**src/rtl/sprint1_pkg.sv**
```systemverilog
// rtl/sprint1_pkg.sv - shared FSM state codes and ROM region constants
package sprint1_pkg;

  typedef logic [2:0] state_t;

  localparam state_t ST_IDLE   = 3'd0;
  localparam state_t ST_LOAD   = 3'd1;
  localparam state_t ST_SETTLE = 3'd2;
  localparam state_t ST_RUN    = 3'd3;
  localparam state_t ST_FAULT  = 3'd4;

  localparam logic [2:0] SEL_PROG = 3'b001;
  localparam logic [2:0] SEL_GFX  = 3'b010;
  localparam logic [2:0] SEL_PROM = 3'b100;

  localparam logic [16:0] CNT_MAX = 17'h1FFFF;

  function automatic logic [16:0] sat_inc(input logic [16:0] v);
    return (v == CNT_MAX) ? v : v + 17'd1;
  endfunction

endpackage

```
**src/rtl/rom_region_dec.sv**
```systemverilog
// rtl/rom_region_dec.sv - combinational byte address to one-hot ROM region select
module rom_region_dec
  import sprint1_pkg::*;
#(
  parameter logic [16:0] PROG_END = 17'h01FFF,
  parameter logic [16:0] GFX_END  = 17'h02FFF
) (
  input  logic [16:0] i_addr,
  output logic [2:0]  o_sel
);

  always_comb begin
    o_sel = SEL_PROM;
    if (i_addr <= PROG_END)
      o_sel = SEL_PROG;
    else if (i_addr <= GFX_END)
      o_sel = SEL_GFX;
  end

endmodule

```
**src/rtl/rom_load_seq.sv**
```systemverilog
// rtl/rom_load_seq.sv - HPS ROM download sequencer: forwards bytes, validates image, sequences core reset
module rom_load_seq
  import sprint1_pkg::*;
#(
  parameter logic [16:0] EXPECT_BYTES  = 17'd12288,
  parameter logic [16:0] PROG_END      = 17'h01FFF,
  parameter logic [16:0] GFX_END       = 17'h02FFF,
  parameter logic [15:0] SETTLE_CYCLES = 16'd1024
) (
  input  logic        clk_sys,
  input  logic        Reset_n,
  input  logic        ioctl_download,
  input  logic        ioctl_wr,
  input  logic [24:0] ioctl_addr,
  input  logic [7:0]  ioctl_dout,
  output logic [16:0] dn_addr,
  output logic [7:0]  dn_data,
  output logic        dn_wr,
  output logic [2:0]  rom_sel,
  output logic        core_reset_n,
  output logic        load_done,
  output logic        load_err
);

  state_t      r_state;
  logic [16:0] r_cnt;
  logic        r_err;
  logic [15:0] r_settle;
  logic [16:0] r_dn_addr;
  logic [7:0]  r_dn_data;
  logic        r_dn_wr;
  logic [2:0]  r_rom_sel;

  logic        w_strobe;
  logic        w_in_range;
  logic [16:0] w_cnt_next;
  logic        w_err_next;
  logic [2:0]  w_sel;

  rom_region_dec #(
    .PROG_END (PROG_END),
    .GFX_END  (GFX_END)
  ) u_region_dec (
    .i_addr (ioctl_addr[16:0]),
    .o_sel  (w_sel)
  );

  // The strobe coinciding with the download falling edge must be folded into the compare.
  assign w_strobe   = ioctl_wr && (r_state == ST_LOAD);
  assign w_in_range = (ioctl_addr[24:17] == 8'd0);
  assign w_cnt_next = w_strobe ? sat_inc(r_cnt) : r_cnt;
  assign w_err_next = r_err | (w_strobe & ~w_in_range);

  always_ff @(posedge clk_sys) begin
    if (!Reset_n) begin
      r_state   <= ST_IDLE;
      r_cnt     <= 17'd0;
      r_err     <= 1'b0;
      r_settle  <= 16'd0;
      r_dn_addr <= 17'd0;
      r_dn_data <= 8'd0;
      r_dn_wr   <= 1'b0;
      r_rom_sel <= SEL_PROG;
    end else begin
      r_dn_wr <= 1'b0;
      case (r_state)
        ST_IDLE: begin
          if (ioctl_download) begin
            r_state  <= ST_LOAD;
            r_cnt    <= 17'd0;
            r_err    <= 1'b0;
            r_settle <= 16'd0;
          end
        end
        ST_LOAD: begin
          r_cnt <= w_cnt_next;
          r_err <= w_err_next;
          if (w_strobe && w_in_range) begin
            r_dn_wr   <= 1'b1;
            r_dn_addr <= ioctl_addr[16:0];
            r_dn_data <= ioctl_dout;
            r_rom_sel <= w_sel;
          end
          if (!ioctl_download) begin
            r_settle <= 16'd0;
            r_state  <= ((w_cnt_next == EXPECT_BYTES) && !w_err_next) ? ST_SETTLE : ST_FAULT;
          end
        end
        ST_SETTLE, ST_RUN, ST_FAULT: begin
          if (ioctl_download) begin
            r_state  <= ST_LOAD;
            r_cnt    <= 17'd0;
            r_err    <= 1'b0;
            r_settle <= 16'd0;
          end else if (r_state == ST_SETTLE) begin
            if (r_settle == SETTLE_CYCLES - 16'd1)
              r_state <= ST_RUN;
            else
              r_settle <= r_settle + 16'd1;
          end
        end
        default: r_state <= ST_IDLE;
      endcase
    end
  end

  assign dn_addr      = r_dn_addr;
  assign dn_data      = r_dn_data;
  assign dn_wr        = r_dn_wr;
  assign rom_sel      = r_rom_sel;
  assign core_reset_n = (r_state == ST_RUN);
  assign load_done    = (r_state == ST_RUN);
  assign load_err     = (r_state == ST_FAULT);

endmodule

```
**config.mk**
```make
export PLATFORM = sky130hd
export DESIGN_NAME = rom_load_seq
export DESIGN_NICKNAME = d
export VERILOG_FILES = /design/src/rtl/sprint1_pkg.sv /design/src/rtl/rom_region_dec.sv /design/src/rtl/rom_load_seq.sv
export SDC_FILE = /design/constraint.sdc
export NUM_CORES = 1
export LEC_CHECK = 0
export ABC_AREA = 1
export CAP_MARGIN = 0
export CORE_MARGIN = 10
export CORE_UTILIZATION = 50
export CTS_CLUSTER_DIAMETER = 150
export DETAILED_ROUTE_END_ITERATION = 10
export PLACE_DENSITY = 0.89
export SYNTH_ARGS = -nofsm -noshare
export SYNTH_HDL_FRONTEND = slang
export SYNTH_SLANG_ARGS = --single-unit
```
**constraint.sdc**
```tcl
create_clock -name clk_sys -period 4.9 [get_ports clk_sys]
set_input_delay 0.98 -clock clk_sys [delete_from_list [all_inputs] [get_ports clk_sys]]
set_output_delay 0.98 -clock clk_sys [all_outputs]
set_load 0.02 [all_outputs]
```
==> summary.md <==
| Metric | Value |
|---|---|
| Drt first pass iters | `5` |
| IO Port Bufs | `68` |
| RSZ-0062 raised after global routing | `no` |
| CTS Sinks | `between 60 and 70` |
| Hold Startpoint | `r_settle[4]` |
| Fraction of layout cells with a size suffix above 1 | `0.0846` |
| Max_cap viols | `0` |
| Nets | `625` |
| FF-to-FF setup slack | `around 2.1 ns` |
| Min-Delay Path Class | `flop to flop` |
| CTS tree | `done` |
| Num CTS Buffers | `9` |
| Antenna Diode Count | `0` |
| Initial Util | `0.516` |
| Worst hold slack | `approximately 0.47 ns` |
| PnR worst setup slack | `1.62 ns` |
| Wirelength per Cell | `13.6 um` |
| Final min period | `3.28 ns` |
| Final setup viols | `0` |
| Crit Reg-Reg Endpoint | `rom_sel[1]` |
| Cell Pwr Density | `between 200 and 300 mW/mm^2` |
| Post-synth EDFFs | `0` |
| Worst vdd ir | `approximately 0.18 mV` |
| Vias in the first global route | `3451` |
| Cts hold-fix bufs | `0` |
| Mapped Cells | `522` |
| Syn nets | `561` |
| Die area | `0.0108 mm^2` |
| Tcrit/Tclk final | `0.670` |
| Fmax | `305 MHz` |
| Worst skew pair latency | `0.34 ns` |
| Crit path launch type | `input pin` |
| Wire length of the first global-routing pass | `15.7 mm` |
| Die Ht | `104 um` |
| Clk slew on worst S/H paths | `about 0.08 ns` |
| Root buffer cell | `clkbuf_8` |
| Setup bufs post-CTS | `0` |
| Dpl ws | `around 1.2 ns` |
| Initial antenna violation count | `0` |
| Tot Pwr | `around 0.0011 W` |
| Arr. time, crit path | `3.55 ns` |
| Final core occ | `0.648` |
| Drt drc | `0` |
| Post-synthesis register bit count | `66` |
| Status | `complete, no violations` |
| Mean Syn Cell Area | `6.72 um^2` |
| Area growth, synth to finish | `25.6%` |
| Ports | `69` |
| Overflow after GRT | `0` |
| Leakage | `1.73 nW` |
| Final wirelength | `9.36 mm` |
| Async set or reset register ratio after synthesis | `0` |
| Vias per cell | `~5.3` |
| Routed vias | `3630` |
| Worst r2r src | `r_state[0]` |
| HPWL after detailed placement | `between 6 and 7 mm` |
| Cells resized by post-CTS repair | `0` |
| Die X | `104 um` |
| Pins over their slew limit | `0` |
| Max FO, Critical Path | `30` |
| GRT Total Usage | `0.170` |
| ANT nets after route | `0` |
| Synth warn | `0` |
| Hold depth | `2` |
| Clock skew | `roughly 0.0074 ns` |
| Commonest non-fill, non-tap cell in the layout | `nand2_1` |
| Clk buf depth | `2` |
| Mapped Area | `0.00351 mm^2` |
| Sequential area share after synthesis | `0.377` |
| Worst R2R Path Depth | `8` |
| Worst hold path endpoint | `r_settle[4]` |
| DRT iter0 DRCs | `170` |
| Fill cells | `599` |
| GPL Wtd Cong | `0.898` |
| Fin Setup TNS | `0 ns` |
| Top FF cell, synth | `dfxtp_1` |
| Most frequent cells in the layout | `123 x nand2_1, 91 x nor2_1, 68 x clkdlybuf4s50_1, 66 x dfxtp_1, 45 x inv_1` |
| CTS HTree Levels | `3` |
| Site row count | `30` |
| CORE AREA | `0.00679 mm^2` |
| Data required, critical path | `5.17 ns` |
| Largest net degree at the start of global routing | `32` |
| CP Capture Type | `flop` |
| CP Class | `input pin to flop` |
| Slew Limit Headroom | `0.431` |
| Netlist cell types | `42` |
| Number of hold violations in the final report | `0` |
| Worst-margin pin slew | `about 0.85 ns` |
registers in the layout, indices dropped and copies added, names as in the netlist:
register,flops
dn_wr,1
rom_sel,3
r_settle,16
r_err,1
r_cnt,17
dn_data,8
r_state,3
dn_addr,17
layer usage:
layer  up-vias  global-route usage  wire length, um
li1       1827                   -                -
met1      1673               0.188             3790
met2       110               0.290             4640
met3        20              0.0582              714
met4         0              0.0686              217
met5         -                   0                0
cell families after synthesis:
logic type,share of synthesized area
compound gates,0.137
xor+xnor,0.0175
fa+ha+maj,0.00714
buf+inv,0.0864
flops,0.377
simple gates,0.375
cell type report:
class	count	area [um^2]	share of cell area
multi-input combinational	383	1880	0.428
sequential	66	1320	0.300
timing repair buffer	69	688	0.156
inverter	57	219	0.0497
clock buffer	10	128	0.0290
tap	96	120	0.0273
clock inverter	6	43.8	0.00995
worst max path at each step:
| stage | slack [ns] | startpoint | to | cells past startpoint |
|---|---|---|---|---|
| 3_5_place_dp | 1.23 | ioctl_wr | dn_addr[14] | 7 |
| 6_report | 1.62 | ioctl_wr | rom_sel[1] | 7 |
| 3_3_place_gp | 1.40 | ioctl_wr | dn_addr[12] | 7 |
| 2_1_floorplan | 2.60 | ioctl_download | r_settle[12] | 12 |
| 4_1_cts | 1.62 | ioctl_wr | dn_addr[12] | 7 |
| 5_1_grt | 1.31 | ioctl_wr | dn_addr[14] | 7 |
worst max-delay path, cell delays in order:
cell	delay [ns]
clkdlybuf4s50_1	0.48
inv_1	0.09
nor2_8	0.26
nand2_1	0.52
inv_1	0.85
nand3b_1	0.19
a21oi_1	0.17
report_power, final:
part	internal [W]	switching, W
Sequential	0.000543	0.00000718
Clock	0.000183	0.000216
Combinational	0.0000610	0.000106
Total	0.000787	0.000328
per-stage QoR:
step	std cells	cell area, um^2
2_1_floorplan	522	3510
3_3_place_gp	671	4230
4_1_cts	687	4400
6_report	687	4400
5_1_grt	687	4400
3_5_place_dp	671	4230
cell usage after synthesis (2+ instances only):
| cell | n | area (um^2) |
|---|---|---|
| a211oi_1 | 3 | 22.5 |
| a21oi_1 | 33 | 165 |
| a2bb2oi_1 | 3 | 26.3 |
| buf_2 | 4 | 20.0 |
| buf_6 | 2 | 22.5 |
| clkbuf_1 | 9 | 33.8 |
| dfxtp_1 | 66 | 1320 |
| ha_1 | 2 | 25.0 |
| inv_1 | 45 | 169 |
| inv_2 | 11 | 41.3 |
| nand2_1 | 123 | 462 |
| nand2_2 | 3 | 18.8 |
| nand3_1 | 29 | 145 |
| nand3_2 | 2 | 20.0 |
| nand3b_1 | 2 | 15.0 |
| nand4_1 | 14 | 87.6 |
| nor2_1 | 91 | 342 |
| nor2_2 | 3 | 18.8 |
| nor2_8 | 2 | 40.0 |
| nor3_1 | 6 | 30.0 |
| nor3_2 | 2 | 20.0 |
| nor4_1 | 4 | 25.0 |
| o211ai_1 | 2 | 15.0 |
| o21a_1 | 3 | 22.5 |
| o21ai_0 | 33 | 165 |
| o21ai_1 | 2 | 10.0 |
| o21bai_1 | 2 | 15.0 |
| or2_2 | 2 | 12.5 |
| xnor2_1 | 2 | 17.5 |
| xor2_1 | 5 | 43.8 |
Power figures use the tool's default switching activity.
